File: config.mk
export PLATFORM = sky130hd
export DESIGN_NAME = reservation_station_flat
export DESIGN_NICKNAME = d
export VERILOG_FILES = /design/src/rtl/reservation_station_pkg.sv /design/src/rtl/reservation_station_if.sv /design/src/rtl/rs_priority_enc.sv /design/src/rtl/reservation_station.sv /design/src/flat_wrapper.sv
export SDC_FILE = /design/constraint.sdc
export NUM_CORES = 2
export LEC_CHECK = 0
export BUFFER_PORTS_ARGS = -buffer_cell sky130_fd_sc_hd__buf_2
export CAP_MARGIN = 10
export CORE_UTILIZATION = 60
export CTS_CLUSTER_SIZE = 25
export DETAILED_ROUTE_END_ITERATION = 12
export PLACE_DENSITY_LB_ADDON = 0.25
export SLEW_MARGIN = 20
export SYNTH_ARGS = -nofsm -noshare
export SYNTH_HDL_FRONTEND = slang
export SYNTH_SLANG_ARGS = --single-unit
File: constraint.sdc
create_clock -name Sys_clk -period 45.4 [get_ports Sys_clk]
set_clock_uncertainty 0.1 [all_clocks]
set_input_delay 2.27 -clock Sys_clk [delete_from_list [all_inputs] [get_ports Sys_clk]]
set_output_delay 2.27 -clock Sys_clk [all_outputs]
set_load 0.02 [all_outputs]
File: src/rtl/reservation_station_pkg.sv
// Shared constants and types for the reservation station and its neighbours
// (dispatcher, RoB, LSB) in the Tomasulo core.
package reservation_station_pkg;

  localparam int RS_WIDTH     = 3;
  localparam int RS_SIZE      = 1 << RS_WIDTH;
  localparam int RoB_WIDTH    = 4;
  localparam int EX_RoB_WIDTH = RoB_WIDTH + 1;
  localparam int ADDR_WIDTH   = 32;
  localparam int REG_WIDTH    = 32;
  localparam int OPCODE_WIDTH = 7;

  // Tag value whose extra top bit marks the operand value as already valid.
  localparam logic [EX_RoB_WIDTH-1:0] NON_DEP = EX_RoB_WIDTH'(1 << RoB_WIDTH);

  typedef enum logic [OPCODE_WIDTH-1:0] {
    OP_LUI   = 7'd1,  OP_AUIPC = 7'd2,  OP_JAL   = 7'd3,  OP_JALR  = 7'd4,
    OP_BEQ   = 7'd5,  OP_BNE   = 7'd6,  OP_BLT   = 7'd7,  OP_BGE   = 7'd8,
    OP_BLTU  = 7'd9,  OP_BGEU  = 7'd10, OP_LB    = 7'd11, OP_LH    = 7'd12,
    OP_LW    = 7'd13, OP_LBU   = 7'd14, OP_LHU   = 7'd15, OP_SB    = 7'd16,
    OP_SH    = 7'd17, OP_SW    = 7'd18, OP_ADDI  = 7'd19, OP_SLTI  = 7'd20,
    OP_SLTIU = 7'd21, OP_XORI  = 7'd22, OP_ORI   = 7'd23, OP_ANDI  = 7'd24,
    OP_SLLI  = 7'd25, OP_SRLI  = 7'd26, OP_SRAI  = 7'd27, OP_ADD   = 7'd28,
    OP_SUB   = 7'd29, OP_SLL   = 7'd30, OP_SLT   = 7'd31, OP_SLTU  = 7'd32,
    OP_XORR  = 7'd33, OP_SRL   = 7'd34, OP_SRA   = 7'd35, OP_ORR   = 7'd36,
    OP_ANDD  = 7'd37
  } opcode_e;

  typedef struct packed {
    logic [EX_RoB_WIDTH-1:0] tag;
    logic [REG_WIDTH-1:0]    value;
  } operand_t;

  typedef struct packed {
    logic                    busy;
    logic [OPCODE_WIDTH-1:0] opcode;
    logic [ADDR_WIDTH-1:0]   pc;
    operand_t                j;
    operand_t                k;
    logic [REG_WIDTH-1:0]    imm;
    logic [RoB_WIDTH-1:0]    robIdx;
  } rs_entry_t;

  // RS channel wins if both broadcasts could match; in practice they never do.
  function automatic operand_t resolveOperand(
    input operand_t               op,
    input logic                   rsEn,
    input logic [RoB_WIDTH-1:0]   rsIdx,
    input logic [REG_WIDTH-1:0]   rsValue,
    input logic                   lsbEn,
    input logic [RoB_WIDTH-1:0]   lsbIdx,
    input logic [REG_WIDTH-1:0]   lsbValue
  );
    operand_t res;
    res = op;
    if (op.tag != NON_DEP) begin
      if (rsEn && (op.tag == {1'b0, rsIdx})) begin
        res.tag   = NON_DEP;
        res.value = rsValue;
      end else if (lsbEn && (op.tag == {1'b0, lsbIdx})) begin
        res.tag   = NON_DEP;
        res.value = lsbValue;
      end
    end
    return res;
  endfunction

endpackage

File: src/rtl/reservation_station_if.sv
// Dispatcher, CDB, RoB and ALU signals seen by the reservation station.
interface reservation_station_if;
  import reservation_station_pkg::*;

  logic                    DPRS_en;
  logic [ADDR_WIDTH-1:0]   DPRS_pc;
  logic [EX_RoB_WIDTH-1:0] DPRS_Qj;
  logic [EX_RoB_WIDTH-1:0] DPRS_Qk;
  logic [REG_WIDTH-1:0]    DPRS_Vj;
  logic [REG_WIDTH-1:0]    DPRS_Vk;
  logic [REG_WIDTH-1:0]    DPRS_imm;
  logic [OPCODE_WIDTH-1:0] DPRS_opcode;
  logic [RoB_WIDTH-1:0]    DPRS_RoB_index;
  logic                    RSDP_full;

  logic                    RoBRS_pre_judge;

  logic                    CDBRS_RS_en;
  logic [RoB_WIDTH-1:0]    CDBRS_RS_RoB_index;
  logic [REG_WIDTH-1:0]    CDBRS_RS_value;
  logic                    CDBRS_LSB_en;
  logic [RoB_WIDTH-1:0]    CDBRS_LSB_RoB_index;
  logic [REG_WIDTH-1:0]    CDBRS_LSB_value;

  logic                    RSALU_en;
  logic [OPCODE_WIDTH-1:0] RSALU_opcode;
  logic [ADDR_WIDTH-1:0]   RSALU_pc;
  logic [REG_WIDTH-1:0]    RSALU_Vj;
  logic [REG_WIDTH-1:0]    RSALU_Vk;
  logic [REG_WIDTH-1:0]    RSALU_imm;
  logic [RoB_WIDTH-1:0]    RSALU_RoB_index;

  modport master (
    output DPRS_en, DPRS_pc, DPRS_Qj, DPRS_Qk, DPRS_Vj, DPRS_Vk, DPRS_imm,
           DPRS_opcode, DPRS_RoB_index, RoBRS_pre_judge,
           CDBRS_RS_en, CDBRS_RS_RoB_index, CDBRS_RS_value,
           CDBRS_LSB_en, CDBRS_LSB_RoB_index, CDBRS_LSB_value,
    input  RSDP_full, RSALU_en, RSALU_opcode, RSALU_pc, RSALU_Vj, RSALU_Vk,
           RSALU_imm, RSALU_RoB_index
  );

  modport slave (
    input  DPRS_en, DPRS_pc, DPRS_Qj, DPRS_Qk, DPRS_Vj, DPRS_Vk, DPRS_imm,
           DPRS_opcode, DPRS_RoB_index, RoBRS_pre_judge,
           CDBRS_RS_en, CDBRS_RS_RoB_index, CDBRS_RS_value,
           CDBRS_LSB_en, CDBRS_LSB_RoB_index, CDBRS_LSB_value,
    output RSDP_full, RSALU_en, RSALU_opcode, RSALU_pc, RSALU_Vj, RSALU_Vk,
           RSALU_imm, RSALU_RoB_index
  );

endinterface

File: src/rtl/rs_priority_enc.sv
// Lowest-set-bit encoder: returns the index of the lowest asserted request
// and a flag telling whether any request was asserted at all.
module rs_priority_enc #(
  parameter int WIDTH     = 8,
  parameter int IDX_WIDTH = (WIDTH > 1) ? $clog2(WIDTH) : 1
) (
  input  logic [WIDTH-1:0]     req_i,
  output logic                 found_o,
  output logic [IDX_WIDTH-1:0] idx_o
);

  // Scanning downward lets the lowest index overwrite any higher hit.
  always_comb begin
    found_o = 1'b0;
    idx_o   = '0;
    for (int i = WIDTH - 1; i >= 0; i--) begin
      if (req_i[i]) begin
        found_o = 1'b1;
        idx_o   = IDX_WIDTH'(i);
      end
    end
  end

endmodule

File: src/rtl/reservation_station.sv
// Reservation station: buffers non-memory instructions until both operands are
// resolved from the CDB, then issues the lowest-index ready entry to the ALU.
module reservation_station
  import reservation_station_pkg::*;
(
  input  logic                 Sys_clk,
  input  logic                 Sys_rst,
  input  logic                 Sys_rdy,
  reservation_station_if.slave rsBus
);

  rs_entry_t               entries_q [RS_SIZE];
  rs_entry_t               entries_d [RS_SIZE];
  logic [RS_SIZE-1:0]      busyVec;
  logic [RS_SIZE-1:0]      readyVec;
  logic                    freeFound;
  logic                    issueFound;
  logic [RS_WIDTH-1:0]     freeIdx;
  logic [RS_WIDTH-1:0]     issueIdx;
  logic                    clearAll;
  operand_t                inJ;
  operand_t                inK;

  logic                    aluEn_q,     aluEn_d;
  logic [OPCODE_WIDTH-1:0] aluOpcode_q, aluOpcode_d;
  logic [ADDR_WIDTH-1:0]   aluPc_q,     aluPc_d;
  logic [REG_WIDTH-1:0]    aluVj_q,     aluVj_d;
  logic [REG_WIDTH-1:0]    aluVk_q,     aluVk_d;
  logic [REG_WIDTH-1:0]    aluImm_q,    aluImm_d;
  logic [RoB_WIDTH-1:0]    aluRobIdx_q, aluRobIdx_d;

  always_comb begin
    busyVec  = '0;
    readyVec = '0;
    for (int i = 0; i < RS_SIZE; i++) begin
      busyVec[i]  = entries_q[i].busy;
      readyVec[i] = entries_q[i].busy && (entries_q[i].j.tag == NON_DEP)
                    && (entries_q[i].k.tag == NON_DEP);
    end
  end

  rs_priority_enc #(.WIDTH(RS_SIZE), .IDX_WIDTH(RS_WIDTH)) freeEnc (
    .req_i   (~busyVec),
    .found_o (freeFound),
    .idx_o   (freeIdx)
  );

  rs_priority_enc #(.WIDTH(RS_SIZE), .IDX_WIDTH(RS_WIDTH)) issueEnc (
    .req_i   (readyVec),
    .found_o (issueFound),
    .idx_o   (issueIdx)
  );

  // The one-free case asserts full early so the dispatcher sees the in-flight write.
  assign rsBus.RSDP_full = (&busyVec) | ($onehot(~busyVec) & rsBus.DPRS_en);

  assign clearAll = Sys_rst | (Sys_rdy & ~rsBus.RoBRS_pre_judge);
  assign inJ      = '{tag: rsBus.DPRS_Qj, value: rsBus.DPRS_Vj};
  assign inK      = '{tag: rsBus.DPRS_Qk, value: rsBus.DPRS_Vk};

  always_comb begin
    for (int i = 0; i < RS_SIZE; i++) begin
      entries_d[i] = entries_q[i];
      if (entries_q[i].busy) begin
        entries_d[i].j = resolveOperand(entries_q[i].j,
                           rsBus.CDBRS_RS_en,  rsBus.CDBRS_RS_RoB_index,  rsBus.CDBRS_RS_value,
                           rsBus.CDBRS_LSB_en, rsBus.CDBRS_LSB_RoB_index, rsBus.CDBRS_LSB_value);
        entries_d[i].k = resolveOperand(entries_q[i].k,
                           rsBus.CDBRS_RS_en,  rsBus.CDBRS_RS_RoB_index,  rsBus.CDBRS_RS_value,
                           rsBus.CDBRS_LSB_en, rsBus.CDBRS_LSB_RoB_index, rsBus.CDBRS_LSB_value);
      end
    end

    aluEn_d     = 1'b0;
    aluOpcode_d = aluOpcode_q;
    aluPc_d     = aluPc_q;
    aluVj_d     = aluVj_q;
    aluVk_d     = aluVk_q;
    aluImm_d    = aluImm_q;
    aluRobIdx_d = aluRobIdx_q;

    if (issueFound) begin
      aluEn_d                  = 1'b1;
      aluOpcode_d              = entries_q[issueIdx].opcode;
      aluPc_d                  = entries_q[issueIdx].pc;
      aluVj_d                  = entries_q[issueIdx].j.value;
      aluVk_d                  = entries_q[issueIdx].k.value;
      aluImm_d                 = entries_q[issueIdx].imm;
      aluRobIdx_d              = entries_q[issueIdx].robIdx;
      entries_d[issueIdx].busy = 1'b0;
    end

    // A free slot is never busy, so it can never collide with the issuing entry.
    if (rsBus.DPRS_en && freeFound) begin
      entries_d[freeIdx].busy   = 1'b1;
      entries_d[freeIdx].opcode = rsBus.DPRS_opcode;
      entries_d[freeIdx].pc     = rsBus.DPRS_pc;
      entries_d[freeIdx].imm    = rsBus.DPRS_imm;
      entries_d[freeIdx].robIdx = rsBus.DPRS_RoB_index;
      entries_d[freeIdx].j      = resolveOperand(inJ,
                                    rsBus.CDBRS_RS_en,  rsBus.CDBRS_RS_RoB_index,  rsBus.CDBRS_RS_value,
                                    rsBus.CDBRS_LSB_en, rsBus.CDBRS_LSB_RoB_index, rsBus.CDBRS_LSB_value);
      entries_d[freeIdx].k      = resolveOperand(inK,
                                    rsBus.CDBRS_RS_en,  rsBus.CDBRS_RS_RoB_index,  rsBus.CDBRS_RS_value,
                                    rsBus.CDBRS_LSB_en, rsBus.CDBRS_LSB_RoB_index, rsBus.CDBRS_LSB_value);
    end
  end

  always_ff @(posedge Sys_clk) begin
    if (clearAll) begin
      for (int i = 0; i < RS_SIZE; i++) begin
        entries_q[i] <= '0;
      end
      aluEn_q     <= 1'b0;
      aluOpcode_q <= '0;
      aluPc_q     <= '0;
      aluVj_q     <= '0;
      aluVk_q     <= '0;
      aluImm_q    <= '0;
      aluRobIdx_q <= '0;
    end else if (Sys_rdy) begin
      for (int i = 0; i < RS_SIZE; i++) begin
        entries_q[i] <= entries_d[i];
      end
      aluEn_q     <= aluEn_d;
      aluOpcode_q <= aluOpcode_d;
      aluPc_q     <= aluPc_d;
      aluVj_q     <= aluVj_d;
      aluVk_q     <= aluVk_d;
      aluImm_q    <= aluImm_d;
      aluRobIdx_q <= aluRobIdx_d;
    end
  end

  assign rsBus.RSALU_en        = aluEn_q;
  assign rsBus.RSALU_opcode    = aluOpcode_q;
  assign rsBus.RSALU_pc        = aluPc_q;
  assign rsBus.RSALU_Vj        = aluVj_q;
  assign rsBus.RSALU_Vk        = aluVk_q;
  assign rsBus.RSALU_imm       = aluImm_q;
  assign rsBus.RSALU_RoB_index = aluRobIdx_q;

endmodule

File: src/flat_wrapper.sv
// flat-port wrapper written by rule: the top's interface ports become plain ports
module reservation_station_flat import reservation_station_pkg::*;
  (Sys_clk, Sys_rst, Sys_rdy, rsBus_DPRS_en, rsBus_DPRS_pc, rsBus_DPRS_Qj, rsBus_DPRS_Qk, rsBus_DPRS_Vj, rsBus_DPRS_Vk, rsBus_DPRS_imm, rsBus_DPRS_opcode, rsBus_DPRS_RoB_index, rsBus_RoBRS_pre_judge, rsBus_CDBRS_RS_en, rsBus_CDBRS_RS_RoB_index, rsBus_CDBRS_RS_value, rsBus_CDBRS_LSB_en, rsBus_CDBRS_LSB_RoB_index, rsBus_CDBRS_LSB_value, rsBus_RSDP_full, rsBus_RSALU_en, rsBus_RSALU_opcode, rsBus_RSALU_pc, rsBus_RSALU_Vj, rsBus_RSALU_Vk, rsBus_RSALU_imm, rsBus_RSALU_RoB_index);
  reservation_station_if rsBus_i ();
  input  logic Sys_clk;
  input  logic Sys_rst;
  input  logic Sys_rdy;
  input wire logic [$bits(rsBus_i.DPRS_en)-1:0] rsBus_DPRS_en;
  input wire logic [$bits(rsBus_i.DPRS_pc)-1:0] rsBus_DPRS_pc;
  input wire logic [$bits(rsBus_i.DPRS_Qj)-1:0] rsBus_DPRS_Qj;
  input wire logic [$bits(rsBus_i.DPRS_Qk)-1:0] rsBus_DPRS_Qk;
  input wire logic [$bits(rsBus_i.DPRS_Vj)-1:0] rsBus_DPRS_Vj;
  input wire logic [$bits(rsBus_i.DPRS_Vk)-1:0] rsBus_DPRS_Vk;
  input wire logic [$bits(rsBus_i.DPRS_imm)-1:0] rsBus_DPRS_imm;
  input wire logic [$bits(rsBus_i.DPRS_opcode)-1:0] rsBus_DPRS_opcode;
  input wire logic [$bits(rsBus_i.DPRS_RoB_index)-1:0] rsBus_DPRS_RoB_index;
  input wire logic [$bits(rsBus_i.RoBRS_pre_judge)-1:0] rsBus_RoBRS_pre_judge;
  input wire logic [$bits(rsBus_i.CDBRS_RS_en)-1:0] rsBus_CDBRS_RS_en;
  input wire logic [$bits(rsBus_i.CDBRS_RS_RoB_index)-1:0] rsBus_CDBRS_RS_RoB_index;
  input wire logic [$bits(rsBus_i.CDBRS_RS_value)-1:0] rsBus_CDBRS_RS_value;
  input wire logic [$bits(rsBus_i.CDBRS_LSB_en)-1:0] rsBus_CDBRS_LSB_en;
  input wire logic [$bits(rsBus_i.CDBRS_LSB_RoB_index)-1:0] rsBus_CDBRS_LSB_RoB_index;
  input wire logic [$bits(rsBus_i.CDBRS_LSB_value)-1:0] rsBus_CDBRS_LSB_value;
  output wire logic [$bits(rsBus_i.RSDP_full)-1:0] rsBus_RSDP_full;
  output wire logic [$bits(rsBus_i.RSALU_en)-1:0] rsBus_RSALU_en;
  output wire logic [$bits(rsBus_i.RSALU_opcode)-1:0] rsBus_RSALU_opcode;
  output wire logic [$bits(rsBus_i.RSALU_pc)-1:0] rsBus_RSALU_pc;
  output wire logic [$bits(rsBus_i.RSALU_Vj)-1:0] rsBus_RSALU_Vj;
  output wire logic [$bits(rsBus_i.RSALU_Vk)-1:0] rsBus_RSALU_Vk;
  output wire logic [$bits(rsBus_i.RSALU_imm)-1:0] rsBus_RSALU_imm;
  output wire logic [$bits(rsBus_i.RSALU_RoB_index)-1:0] rsBus_RSALU_RoB_index;
  assign rsBus_i.DPRS_en = rsBus_DPRS_en;
  assign rsBus_i.DPRS_pc = rsBus_DPRS_pc;
  assign rsBus_i.DPRS_Qj = rsBus_DPRS_Qj;
  assign rsBus_i.DPRS_Qk = rsBus_DPRS_Qk;
  assign rsBus_i.DPRS_Vj = rsBus_DPRS_Vj;
  assign rsBus_i.DPRS_Vk = rsBus_DPRS_Vk;
  assign rsBus_i.DPRS_imm = rsBus_DPRS_imm;
  assign rsBus_i.DPRS_opcode = rsBus_DPRS_opcode;
  assign rsBus_i.DPRS_RoB_index = rsBus_DPRS_RoB_index;
  assign rsBus_i.RoBRS_pre_judge = rsBus_RoBRS_pre_judge;
  assign rsBus_i.CDBRS_RS_en = rsBus_CDBRS_RS_en;
  assign rsBus_i.CDBRS_RS_RoB_index = rsBus_CDBRS_RS_RoB_index;
  assign rsBus_i.CDBRS_RS_value = rsBus_CDBRS_RS_value;
  assign rsBus_i.CDBRS_LSB_en = rsBus_CDBRS_LSB_en;
  assign rsBus_i.CDBRS_LSB_RoB_index = rsBus_CDBRS_LSB_RoB_index;
  assign rsBus_i.CDBRS_LSB_value = rsBus_CDBRS_LSB_value;
  assign rsBus_RSDP_full = rsBus_i.RSDP_full;
  assign rsBus_RSALU_en = rsBus_i.RSALU_en;
  assign rsBus_RSALU_opcode = rsBus_i.RSALU_opcode;
  assign rsBus_RSALU_pc = rsBus_i.RSALU_pc;
  assign rsBus_RSALU_Vj = rsBus_i.RSALU_Vj;
  assign rsBus_RSALU_Vk = rsBus_i.RSALU_Vk;
  assign rsBus_RSALU_imm = rsBus_i.RSALU_imm;
  assign rsBus_RSALU_RoB_index = rsBus_i.RSALU_RoB_index;
  reservation_station u_core (.Sys_clk(Sys_clk), .Sys_rst(Sys_rst), .Sys_rdy(Sys_rdy), .rsBus(rsBus_i));
endmodule
# After elaboration in Yosys (flattened, before gate mapping)
# Memory sizes are Yosys's and may differ from the RTL's. A register that Yosys moved wholly into a read port is not among the register bits.
# Cells that the tools add are included.
[op_classes] order_cmp=4 bitwise_logic=16 n_reduce_logical=57 n_eq_ne=71 muxes=136 n_addsub=7
[ops] op="$bwmux 1200" n=8
[ops] op="$demux 150 s3" n=8
[ops] op="$mux 1200" n=2
[ops] op="$mux 37" n=56
[ops] op="$mux 150" n=10
[ops] op="$mux 74" n=8
[ops] op="$eq 5x4->1" n=36
[ops] op="$mux 149" n=1
[ops] op="$mux 142" n=1
[ops] op="$mux 110" n=1
[ops] op="$ne 5x5->1 const B" n=18
[ops] op="$eq 5x5->1 const B" n=16
[ops] op="$mux 73" n=1
[ops] op="$logic_and 1x1->1" n=55
[ops] op="$mux 3" n=16
[ops] op="$mux 36" n=1
[ops] op="$mux 1" n=22
[ops] op="$add 4x4->4" n=3
[ops] op="$or 1x1->1" n=10
[ops] op="$add 1x1->2" n=4
[ops] op="$ge 4x4->1 const B" n=2
[ops] op="$lt 4x1->1 const B" n=2
[ops] op="$not 3->4" n=2
[ops] op="$not 8->8" n=1
[ops] op="6 further kinds" n=7
[word_totals] elab_cells=293 out_inout_bits=141 inputBits=228 memories=1 register_bits=1 ramBits=1200
[mem_list] name="u_core.entries_q" words=8 word_bits=150 read_ports=9 rd_clocked_by_memory_dff=1 write_ports=8 line_no="reservation_station.sv:12" rtl="rs_entry_t entries_q [RS_SIZE];"

# Logic depth before layout (Yosys ltp)
# An unclocked memory read counts as a cell.
[logic_depth] depth_word=28 mapped_depth=14 ltp_nobuf=9

# By module
# From an unflattened synthesis, not the netlist that was laid out.
[hier_totals] cells_unflattened=7733 area_unflattened_um2=78586.6
[by_module_without_submodules] module="reservation_station" area_per_inst_um2=78426.5 cells_per_inst=7707 n_inst=1
[by_module_without_submodules] module="rs_priority_enc" area_per_inst_um2=80.1 cells_per_inst=13 n_inst=2

# Worst setup path before layout
# OpenSTA, ideal clock, no wires.
[synth_path] kind="input -> register" startpoint="input port Sys_rdy" endpoint="memory u_core.entries_q[0][0] (netlist bit) (enable)" required_time_ns=43.764 path_buffers=2 path_stages=4 slack_ns=17.745 t_arrival_ns=26.019 path_cell_list="clkbuf_1 > clkbuf_1 > nor2_1 > inv_1"
[synth_rtl] element="from (decl)" line_no="flat_wrapper.sv:7" rtl="input logic Sys_rdy;"
[synth_rtl] element="to (decl)" line_no="reservation_station.sv:12"

==> flow_summary.toml <==
[finish]
layout_commonest_cell = "nand2_1"
final_util_pct = 65.1
layout_common_cells = "nand2_1 (2,060), a21oi_1 (1,480), edfxtp_1 (1,200)"
nNetsFinal = 8766
fill_cells = 10600
regArea_um2 = 38800
synthToLayoutAreaGrowth_pct = 7.65
drive_gt1_share_pct = 10.1
multi_input_area_um2 = 36400

[timing]
setup_viol = 0
clock.fmax_mhz = 133
maxSlewHeadroom_pct = 5.42
whs_ns = 0.361
final_hold_viol_count = 0
tightest_slew_ns = 1.42
finalSetupTns_ns = 0
slew_violations = 0
finalCritPeriodShare_pct = 16.5
rsz0062_at_grt = "no"
min_period_ns = 7.50

[synth]
synth.yosys.seq_area_share_pct = 48.9
synth_mux_area_share_pct = 7.14
ys_top_cells_by_area = "edfxtp_1 (45%), nand2_1 (9.8%), a21oi_1 (9.4%)"
yosys.area.top_type = "edfxtp_1"
netlist.area_leader.share_pct = 45.4
synth_fa_ha_area_share_pct = 0.274
synth_xor_area_share_pct = 0.960
ys_types = 67
synth_top_family_by_area = "compound AO/OA/AOI/OAI gates"
synth_compound_area_share_pct = 21.7
synth.avg_cell_area_um2 = 8.94
yosysWarningCount = 0
yosys.area_share.simple_pct = 15.2
synth_nets = 9118
synthFlopType = "edfxtp_1"
syn_area_um2 = 79400
synth-edff-count = 1200
ys_ff_latch = 1340
synthArstFlopShare_pct = 0
synthCells = 8875

[global_route]
grt_pass1_vias = 71000
grt_overflow = 0
antenna_found_initial = 33
grt_max_degree = 175
grt.total_usage_pct = 45.0
grt_pass1_wl_um = 457000

[hold_path]
min_path_cells = 1
hold_end = "u_core.rsBus.RSALU_en$_SDFFE_PP0P_"
min_from = "u_core.rsBus.RSALU_en$_SDFFE_PP0P_"
min_path_type = "reg2reg"

[worst_setup_path]
crit_path_end_kind = "primary output"
r2r_cells = 10
crit_top_cell = "fa_1"
crit_fanout = 7
required_ns = 43.03
critPathSlowestCell = "o31ai_1"
crit_chain = "clkinv_1, ha_1, inv_1, fa_1, fa_1, inv_1, ha_1, fa_1, o31ai_1, buf_2"
r2r_end = "u_core.rsBus.RSALU_Vk[14]$_SDFFE_PP0P_"
r2r_slack_ns = 39.23
crit_type = "reg2out"
arrival_ns = 5.13
r2r-start = "u_core.entries_q[0][69]$_SDFFCE_PN0P_"
crit_path_max_incr_delay_ns = 0.69
start_kind = "flip-flop"

[floorplanning]
fp.dieArea_um2 = 134000
ios = 369
core-area_um2 = 131000
start_util_pct = 60.5
fp.dieH_um = 366
rows = 133
die_width_um = 366

[routing]
drc_errors = 0
wire_per_inst_um = 30.0
postRouteWirelength_um = 313000
detail-route-antenna-nets = 0
viasPerCell = 7.26
drt_iter0_drc = 15500
drt_first_pass_iters = 10
dr_total_vias = 75700

[clocking]
post_cts_buffers = 0
htree_levels = 4
cts.path.max_buffers = 3
clk_pin_slew_ns = 0.06
clkLatencyLatePin_ns = 0.83
numCtsBuffers = 148
cts_num_sinks = 1340
holdBufCountCts = 0
cts_resized = 0
tritoncts = "yes"
cts_root_buffer = "clkbuf_16"

[place]
gp_congestion = 0.975
place.detailed.hpwl_um = 165000
io_buffers = 368

[power]
powerDensity_nw_per_um2 = 34.4
p_leak_nw = 28.5
ir_drop_v = 0.0000430

[flow_run]
drv_cap = 0

[status]
status = "completed"
## through the flow
step                instance area [um2]  setup WS, ns  cells  total power, mW
finish                            85400         37.90  10400             2.94
global route                      85400         37.84  10400             3.00
CTS                               85300         38.18  10400             2.91
detailed placement                80700         38.00  10100             1.76
global placement                  80700         38.05  10100             1.75
floorplan                         79400         17.74   8875             1.72
## worst max-delay path: cells and delay by family (launching register included)
family	cells	cell delay, ns
adders and majority gates	5	2.06
DFF	1	0.62
AOI/OAI and AO/OA	1	0.69
buffers and inverters	4	0.94
## where the power goes
group          leakage [nW]  internal [mW]  switching (mW)
sequential             14.4           1.41          0.0418
combinational          11.7         0.0877           0.212
clock                  2.28          0.645           0.536
total                  28.5           2.15           0.791
## state kept, by name, summed over array words and instances (netlist names)
signal	flops
u_core.rsBus.RSALU_pc	32
u_core.rsBus.RSALU_Vj	32
u_core.rsBus.RSALU_Vk	32
u_core.entries_q	1200
u_core.rsBus.RSALU_en	1
u_core.rsBus.RSALU_imm	32
u_core.rsBus.RSALU_RoB_index	4
u_core.rsBus.RSALU_opcode	7
## per-layer routing
metal  vias up  track usage, %  share of wire, %
met5         -               0             0.064
met3      1597            14.8                17
met2      7295            64.8                42
li1      31500               -                 -
met4        14            29.4               7.3
met1     35300            58.0                34
## layout make-up
type,instances,area share [%]
clock buffer,211,4.83
tap,1755,2.57
antenna,27,0.0791
sequential,1340,45.5
inverter,98,0.439
clock inverter,62,0.574
timing repair buffer,502,3.48
multi-input combinational,6433,42.6
## synthesized netlist by cell type, types with 51 or more instances
cell type / n
nand4_1: 96
a22oi_1: 186
a211oi_1: 226
a22o_1: 141
nor2_1: 702
buf_2: 92
a221o_1: 51
clkbuf_1: 767
edfxtp_1: 1200
mux2_2: 79
mux2i_1: 468
o21ai_0: 100
buf_1: 62
a221oi_1: 142
a21oi_1: 1485
nand2_1: 2066
xnor2_1: 65
o221ai_1: 74
buf_4: 77
inv_1: 92
o211ai_1: 225
dfxtp_1: 140
## kinds of logic (layout without fill, tap and decap cells)
logic type / Yosys count / after routing
muxes: 555 / 555
other: 0 / 27
and+or+nand+nor: 3036 / 3036
buffers and inverters: 1102 / 873
adders and majority gates: 15 / 15
DFF: 1340 / 1340
AOI/OAI and AO/OA: 2740 / 2740
xor gates and xnor gates: 87 / 87
## worst max path at each step
stage,slack [ns],depth (start not counted),from,endpoint
finish,37.90,10,u_core.entries_q[1][149]$_SDFFCE_PN0P_,rsBus_RSDP_full
CTS,38.18,10,u_core.entries_q[1][149]$_SDFFCE_PN0P_,rsBus_RSDP_full
global placement,38.05,6,Sys_rdy,u_core.entries_q[2][102]$_SDFFCE_PN0P_
floorplan,17.74,4,Sys_rdy,u_core.entries_q[0][0]$_SDFFCE_PN0P_
detailed placement,38.00,6,Sys_rdy,u_core.entries_q[1][16]$_SDFFCE_PN0P_
global route,37.84,10,u_core.entries_q[1][149]$_SDFFCE_PN0P_,rsBus_RSDP_full
(Power assumes the default switching activity.)
